<file path="config.mk">
export PLATFORM = sky130hd
export DESIGN_NAME = fifo_reader
export DESIGN_NICKNAME = d
export VERILOG_FILES = /design/src/rtl/fifo_reader.sv
export SDC_FILE = /design/constraint.sdc
export NUM_CORES = 1
export LEC_CHECK = 0
export BUFFER_PORTS_ARGS = -buffer_cell sky130_fd_sc_hd__buf_2
export CORE_MARGIN = 2
export CORE_UTILIZATION = 30
export DETAILED_ROUTE_END_ITERATION = 8
export PLACE_DENSITY_LB_ADDON = 0.15
export SLEW_MARGIN = 0
export SYNTH_ARGS = -nofsm -noshare
export SYNTH_HDL_FRONTEND = slang
export SYNTH_SLANG_ARGS = --single-unit
</file>
<file path="constraint.sdc">
create_clock -name clk -period 2.5 [get_ports clk]
set_input_delay 0.375 -clock clk [delete_from_list [all_inputs] [get_ports clk]]
set_output_delay 0.375 -clock clk [all_outputs]
set_load 0.02 [all_outputs]
</file>
<file path="src/rtl/fifo_reader.sv">
// -----------------------------------------------------------------------------
// fifo_reader
//
// Read-side consumer for the register-based shift FIFO. It pops words from the
// FIFO head cell via shift_out/fifo_empty_n and presents them downstream on a
// registered valid/ready interface. A 2-entry skid buffer keeps one word per
// cycle flowing under back-pressure. A flush request drains and discards
// everything buffered here and everything still queued in the FIFO.
//
// Optional feature: define FIFO_READER_COUNT_EN to add the word_cnt port, a
// wrapping count of words delivered downstream (flushed words not counted).
//
// Parameters:
//   WIDTH      data word width (same as the FIFO's WIDTH)
//   CNT_WIDTH  delivered-word counter width (only with FIFO_READER_COUNT_EN)
//
// Ports:
//   clk           in   clock, rising edge
//   res_n         in   asynchronous active-low reset
//   fifo_data     in   FIFO head word
//   fifo_empty_n  in   FIFO head cell holds valid data
//   shift_out     out  pop request; head word consumed at this rising edge
//   dout          out  downstream data (registered)
//   dout_valid    out  dout holds a word
//   dout_ready    in   downstream accepts the word this cycle
//   flush         in   single-cycle request to discard all words
//   flush_done    out  one-cycle pulse in the final flush cycle
//   word_cnt      out  delivered-word count (only with FIFO_READER_COUNT_EN)
// -----------------------------------------------------------------------------
module fifo_reader #(
    parameter int WIDTH = 4
`ifdef FIFO_READER_COUNT_EN
    ,
    parameter int CNT_WIDTH = 16
`endif
) (
    input  logic             clk,
    input  logic             res_n,
    input  logic [WIDTH-1:0] fifo_data,
    input  logic             fifo_empty_n,
    output logic             shift_out,
    output logic [WIDTH-1:0] dout,
    output logic             dout_valid,
    input  logic             dout_ready,
    input  logic             flush,
    output logic             flush_done
`ifdef FIFO_READER_COUNT_EN
    ,
    output logic [CNT_WIDTH-1:0] word_cnt
`endif
);

    typedef enum logic {
        ST_RUN   = 1'b0,
        ST_FLUSH = 1'b1
    } state_t;

    state_t           state_q, state_d;
    logic [1:0]       count_q, count_d;
    logic [WIDTH-1:0] buf0_q, buf0_d;
    logic [WIDTH-1:0] buf1_q, buf1_d;
    logic             xfer;

    // Outputs depend only on registered state plus fifo_empty_n; shift_out
    // deliberately ignores dout_ready so there is no ready->pop combinational
    // path. Gating with res_n keeps the FIFO from being popped during reset.
    always_comb begin
        dout       = buf0_q;
        dout_valid = (state_q == ST_RUN) && (count_q != 2'd0);
        xfer       = dout_valid && dout_ready;
        if (state_q == ST_FLUSH) begin
            shift_out = res_n && fifo_empty_n;
        end else begin
            shift_out = res_n && fifo_empty_n && (count_q != 2'd2);
        end
        // Asserted in the cycle that observes the FIFO empty; the FSM leaves
        // FLUSH at the end of this same cycle, so the pulse is one cycle wide.
        flush_done = (state_q == ST_FLUSH) && !fifo_empty_n;
    end

    always_comb begin
        state_d = state_q;
        count_d = count_q;
        buf0_d  = buf0_q;
        buf1_d  = buf1_q;
        case (state_q)
            ST_RUN: begin
                if (flush) begin
                    // A same-cycle transfer still completes (counted below);
                    // remaining entries and any word popped now are dropped.
                    state_d = ST_FLUSH;
                    count_d = 2'd0;
                end else begin
                    case ({shift_out, xfer})
                        2'b10: begin
                            if (count_q == 2'd0) buf0_d = fifo_data;
                            else                 buf1_d = fifo_data;
                            count_d = count_q + 2'd1;
                        end
                        2'b01: begin
                            buf0_d  = buf1_q;
                            count_d = count_q - 2'd1;
                        end
                        2'b11: begin
                            // Occupancy unchanged: the new word lands in the
                            // entry freed by the shift, preserving order.
                            if (count_q == 2'd1) begin
                                buf0_d = fifo_data;
                            end else begin
                                buf0_d = buf1_q;
                                buf1_d = fifo_data;
                            end
                        end
                        default: ;
                    endcase
                end
            end
            ST_FLUSH: begin
                if (!fifo_empty_n) state_d = ST_RUN;
            end
            default: state_d = ST_RUN;
        endcase
    end

    always_ff @(posedge clk or negedge res_n) begin
        if (!res_n) begin
            state_q <= ST_RUN;
            count_q <= 2'd0;
            buf0_q  <= '0;
            buf1_q  <= '0;
        end else begin
            state_q <= state_d;
            count_q <= count_d;
            buf0_q  <= buf0_d;
            buf1_q  <= buf1_d;
        end
    end

`ifdef FIFO_READER_COUNT_EN
    logic [CNT_WIDTH-1:0] word_cnt_q;

    // Wraps naturally at 2^CNT_WIDTH; flush never clears it.
    always_ff @(posedge clk or negedge res_n) begin
        if (!res_n) begin
            word_cnt_q <= '0;
        end else if (xfer) begin
            word_cnt_q <= word_cnt_q + CNT_WIDTH'(1);
        end
    end

    assign word_cnt = word_cnt_q;
`endif

endmodule

</file>
# [Word-level counts from Yosys, hierarchy flattened]
# Index checks and enable logic that the tools add are counted.
# W data, S select, Z words.
[totals] elab_cells=42 out_inout_bits=7 input_bits=9 register_bits=11
[op_classes] mux=12 n_reduce_logical=14 addsub=2 n_eq_ne=8 bitwise_logic=2
[op_table] cell="$mux W4" count=4
[op_table] cell="$pmux W4 S3" count=1
[op_table] cell="$ne A2 B2 Y1 const B" count=4
[op_table] cell="$pmux W4 S2" count=1
[op_table] cell="$reduce_bool A3 Y1" count=2
[op_table] cell="$logic_and A1 B1 Y1" count=5
[op_table] cell="$reduce_and A5 Y1" count=1
[op_table] cell="$eq A2 B1 Y1 const B" count=2
[op_table] cell="$eq A2 B2 Y1 const B" count=2
[op_table] cell="$pmux W2 S2" count=1
[op_table] cell="$reduce_and A4 Y1" count=1
[op_table] cell="$reduce_bool A2 Y1" count=2
[op_table] cell="$mux W1" count=3
[op_table] cell="$add A2 B1 Y2 const B" count=1
[op_table] cell="$logic_not A2 Y1" count=1
[op_table] cell="$mux W2" count=1
[op_table] cell="$not A1 Y1" count=2
[op_table] cell="$pmux W1 S2" count=1
[op_table] cell="$reduce_and A2 Y1" count=1
[op_table] cell="$sub A2 B1 Y2 const B" count=1
[op_table] cell="$logic_not A1 Y1" count=1

# [Depth between registers and ports, before layout]
[logic_depth] depth_word=6 mapped_depth=6 mapped_depth_nobuf=6

# [Least setup slack after synthesis]
# OpenSTA, ideal clock, no wires.
[synth_timing] path_kind="register -> register" from="register count_q[1]" to="register buf0_q[0] (netlist: dout[0])" path_stages_with_launch=7 period_less_slack_ns=1.922 n_path_buf=0 t_required_ns=2.375 path_slack_ns=0.578 arrival_time_ns=1.797 cell_sequence="dfrtp_1 -> inv_1 -> ha_1 -> or3b_4 -> a31o_4 -> mux2_4 -> mux2_2"
[synth_via] elab_chain_len=6
[synth_rtl] item="start: declaration" line_no="59" text="logic [1:0] count_q, count_d;"
[synth_rtl] item="start signal: assignment" line_no="133" text="count_q <= count_d;"
[synth_rtl] item="$ne A2 B2 Y1 / $reduce_bool A2 Y1 (equally long branches)" line_no="74, 69"
[synth_rtl] item="$logic_and A1 B1 Y1 (on tied branches)" line_no="74, 69"
[synth_rtl] item="$mux W1 / $logic_and A1 B1 Y1 (equally long branches)" line_no="71, 70"
[synth_rtl] item="$eq A2 B2 Y1 / $eq A2 B1 Y1 (equally long branches)" line_no="94" text="case ({shift_out, xfer})"
[synth_rtl] item="$ne A2 B2 Y1 (no source line) / $reduce_bool A3 Y1 (equally long branches)"
[synth_rtl] item="$reduce_and A4 Y1 (no source line)"
[synth_rtl] item="end signal: assignment" line_no="134" text="buf0_q <= buf0_d;"
[synth_rtl] item="end: declaration" line_no="60" text="logic [WIDTH-1:0] buf0_q, buf0_d;"
# Parallel ways exist; a longest one is shown, timed or not.
# A chain may end at the register's enable or synchronous reset.

# [Final worst setup path]
[layout_timing] from="input port res_n" to="output port shift_out"
[layout_via] elab_chain_len=3
[layout_rtl] item="start: declaration" line_no="38" text="input logic res_n,"
[layout_rtl] item="$logic_and A1 B1 Y1 *" line_no="72, 74"
[layout_rtl] item="$logic_and A1 B1 Y1" line_no="74" text="shift_out = res_n && fifo_empty_n && (count_q != 2'd2);"
[layout_rtl] item="$mux W1 *" line_no="71" text="if (state_q == ST_FLUSH) begin"
[layout_rtl] item="end: declaration" line_no="41" text="output logic shift_out,"
# Mark *: on every way between the ends. The rest lies on a longest branch, timed or not.

==> impl_results.md <==
- Status: completed
- Post-Route WL: 1210 µm
- Pre-antenna DRT Iters: 4
- Setup tns final: 0 ps
- H-tree depth: 1
- Crit Path Category: in2out
- Register bit count reported by yosys: 11
- Critical Path AT: 1750 ps
- Slowest stage delay, CP: 520 ps
- Min Hold Slack: 353 ps
- Min-Delay Endpoint: state_q$_DFF_PN0_
- Dpl hpwl: 978 µm
- Final GP Congestion: 0.780
- Synth cell types: 25
- CP required: 2120 ps
- Clk buf depth: 2
- Chip Width: 50.8 µm
- CP startpoint kind: input pin
- Buffers on Ports: 15
- Synth Instances: 57
- Worst Tran Pin Value: 307 ps
- Yosys warning total: 0
- Clock sinks: 11
- Pin count of the biggest net entering global routing: 13
- Hold Path Class: in2reg
- Maximum VDD drop: 0.000311 V
- Antenna viol nets, final: 0
- Count leader, synth: dfrtp_1
- Initial core utilization: 32.5%
- Row Count: 16
- Die area: 2580 µm²
- Remaining global-route overflow: 0
- IO Count: 16
- Syn Area/Cell: 11.5 µm²
- Final nets: 90
- Clock Latency Late Sink: 260 ps
- Critical Path Fanout Max: 12
- Top cell type's share of synthesized area: 41.9%
- Layout area overhead: 22.7%
- Total track usage: 11.6%
- Number of global-route vias before repair: 489
- Fmax: 470 MHz
- DR vias/cell: 4.56
- Number of remaining DRC errors: 0
- Leak: 0.000384 µW
- Dominant synthesized flop cell: dfrtp_1
- Via count: 474
- Global-route wire length before repair: 2170 µm
- Syn Nets: 69
- Final Skew: 2.63 ps
- Ranking of synthesized cells by area: dfrtp_1, mux2_2, mux2_4, ha_1, a31o_4
- Routed len/inst: 11.6 µm
- Setup repair bufs after CTS: 0
- Max-cap violation count: 0
- Share of layout cells above drive strength 1: 42.9%
- RSZ-0062 raised after global routing: no
- Worst R2R Start: count_q[1]$_DFFE_PN0P_
- Slowest CP cell: dlygate4sd3_1
- Hold path start: fifo_empty_n
- # resized after CTS: 0
- Clock-pin transition on the worst setup and hold timing paths: 70 ps
- Hold bufs inserted after CTS: 1
- Area leader, netlist: dfrtp_1
- Post-synth EDFFs: 0
- Total CTS buffers: 3
- CTS tree: built
- DRT iter0 DRCs: 11
- Worst hold path cell count: 3
- Worst path cell trace: dlygate4sd3_1 -> buf_2 -> and2_1 -> and2_1 -> buf_2
- Root Driver: clkbuf_4
- Final hold vios: 0
- Fin crit share: 85.1%
- Synth cell count leaders: dfrtp_1, mux2_2, inv_1, mux2_4, ha_1
- Die Span Y: 50.8 µm
- Mapped Area: 657 µm²
- Fraction of registers with async set/reset: 100%
- Fin. max-slew vios: 0
- Antenna cells: 0
- RR Endpoint: dout[1]$_DFFE_PN0P_
- Min cycle time layout: 2130 ps
- Worst R2R Path Depth: 6
- Setup violation total in the final timing report: 0
- Core footprint: 2020 µm²
- Max_slew headroom: 79.0%
- Antenna violations before repair: 0
- R2R setup slack: 470 ps
- Sequential element share of the synthesized area: 41.9%
- Worst setup EP type: primary output
- Power density over the cells: 931 nW/µm²
## cell type report
| type | count | area, µm² |
|---|---|---|
| clock buffer | 4 | 26.3 |
| sequential | 11 | 275 |
| timing repair buffer | 17 | 92.6 |
| multi-input combinational | 41 | 363 |
| fill | 207 | 1220 |
| inverter | 4 | 15.0 |
| tap | 27 | 33.8 |
## critical path, delay by kind of cell
kind,cells,cell delay [ps]
buf+inv,3,950
simple gates,2,430
## worst max-delay path by stage
stage                            from  slack, ps                  end
3_3_place_gp   count_q[1]$_DFFE_PN0P_        490  dout[1]$_DFFE_PN0P_
5_1_grt                         res_n        230            shift_out
4_1_cts                         res_n        330            shift_out
2_1_floorplan  count_q[1]$_DFFE_PN0P_        580  dout[0]$_DFFE_PN0P_
6_report                        res_n        370            shift_out
3_5_place_dp   count_q[1]$_DFFE_PN0P_        470  dout[1]$_DFFE_PN0P_
## cell usage in the layout, fill, tap and decap left out, drive strengths merged
| cell | n |
|---|---|
| dlygate4sd3 | 1 |
| nor2 | 1 |
| mux2i | 1 |
| a21o | 1 |
| a2111oi | 1 |
| a31o | 1 |
| clkbuf | 4 |
| ha | 3 |
| mux2 | 12 |
| nand2 | 2 |
| buf | 16 |
| nor3 | 2 |
| and2 | 2 |
| nand3 | 2 |
| o21bai | 1 |
| nor2b | 2 |
| or4 | 1 |
| a21oi | 1 |
| nand4 | 2 |
| inv | 4 |
| o21ai | 1 |
| nor3b | 1 |
| dfrtp | 11 |
| a31oi | 2 |
| nand2b | 1 |
| or3b | 1 |
## layer usage
metal	routed length, µm	global-route usage, %	up-vias
li1	-	-	249
met1	576	15.1	217
met2	564	16.9	8
met3	64	5.06	0
met4	0	4.05	0
met5	0	0	-
## kinds of logic (layout without fill, tap and decap cells)
kind of cell,count (synthesis),after routing,synth area share [%]
simple gates,17,17,15.4
mux,13,13,24.4
flops,11,11,41.9
compound gates,8,8,9.71
buf+inv,5,25,2.86
fa+ha+maj,3,3,5.71
## sequential cells by signal, indices dropped and copies added, names as in the netlist
signal / count
count_q: 2
state_q: 1
dout: 4
buf1_q: 4
## where the power goes
| group | leakage (µW) | switching [µW] | internal [µW] | total [µW] |
|---|---|---|---|---|
| Combinational | 0.000232 | 170 | 162 | 332 |
| Sequential | 0.000137 | 44.2 | 254 | 298 |
| Clock | 0.0000150 | 57.9 | 61.6 | 119 |
## through the flow
stage	worst slack [ps]	utilization (%)	instances	total power, µW	area [µm²]
after floorplan	578	-	57	542	657
after global placement	491	38.1	99	633	769
after detailed placement	475	38.1	99	639	769
after CTS	330	39.9	104	763	806
after global routing	229	39.9	104	821	806
final	372	39.9	104	750	806
(Power assumes the default switching activity.)
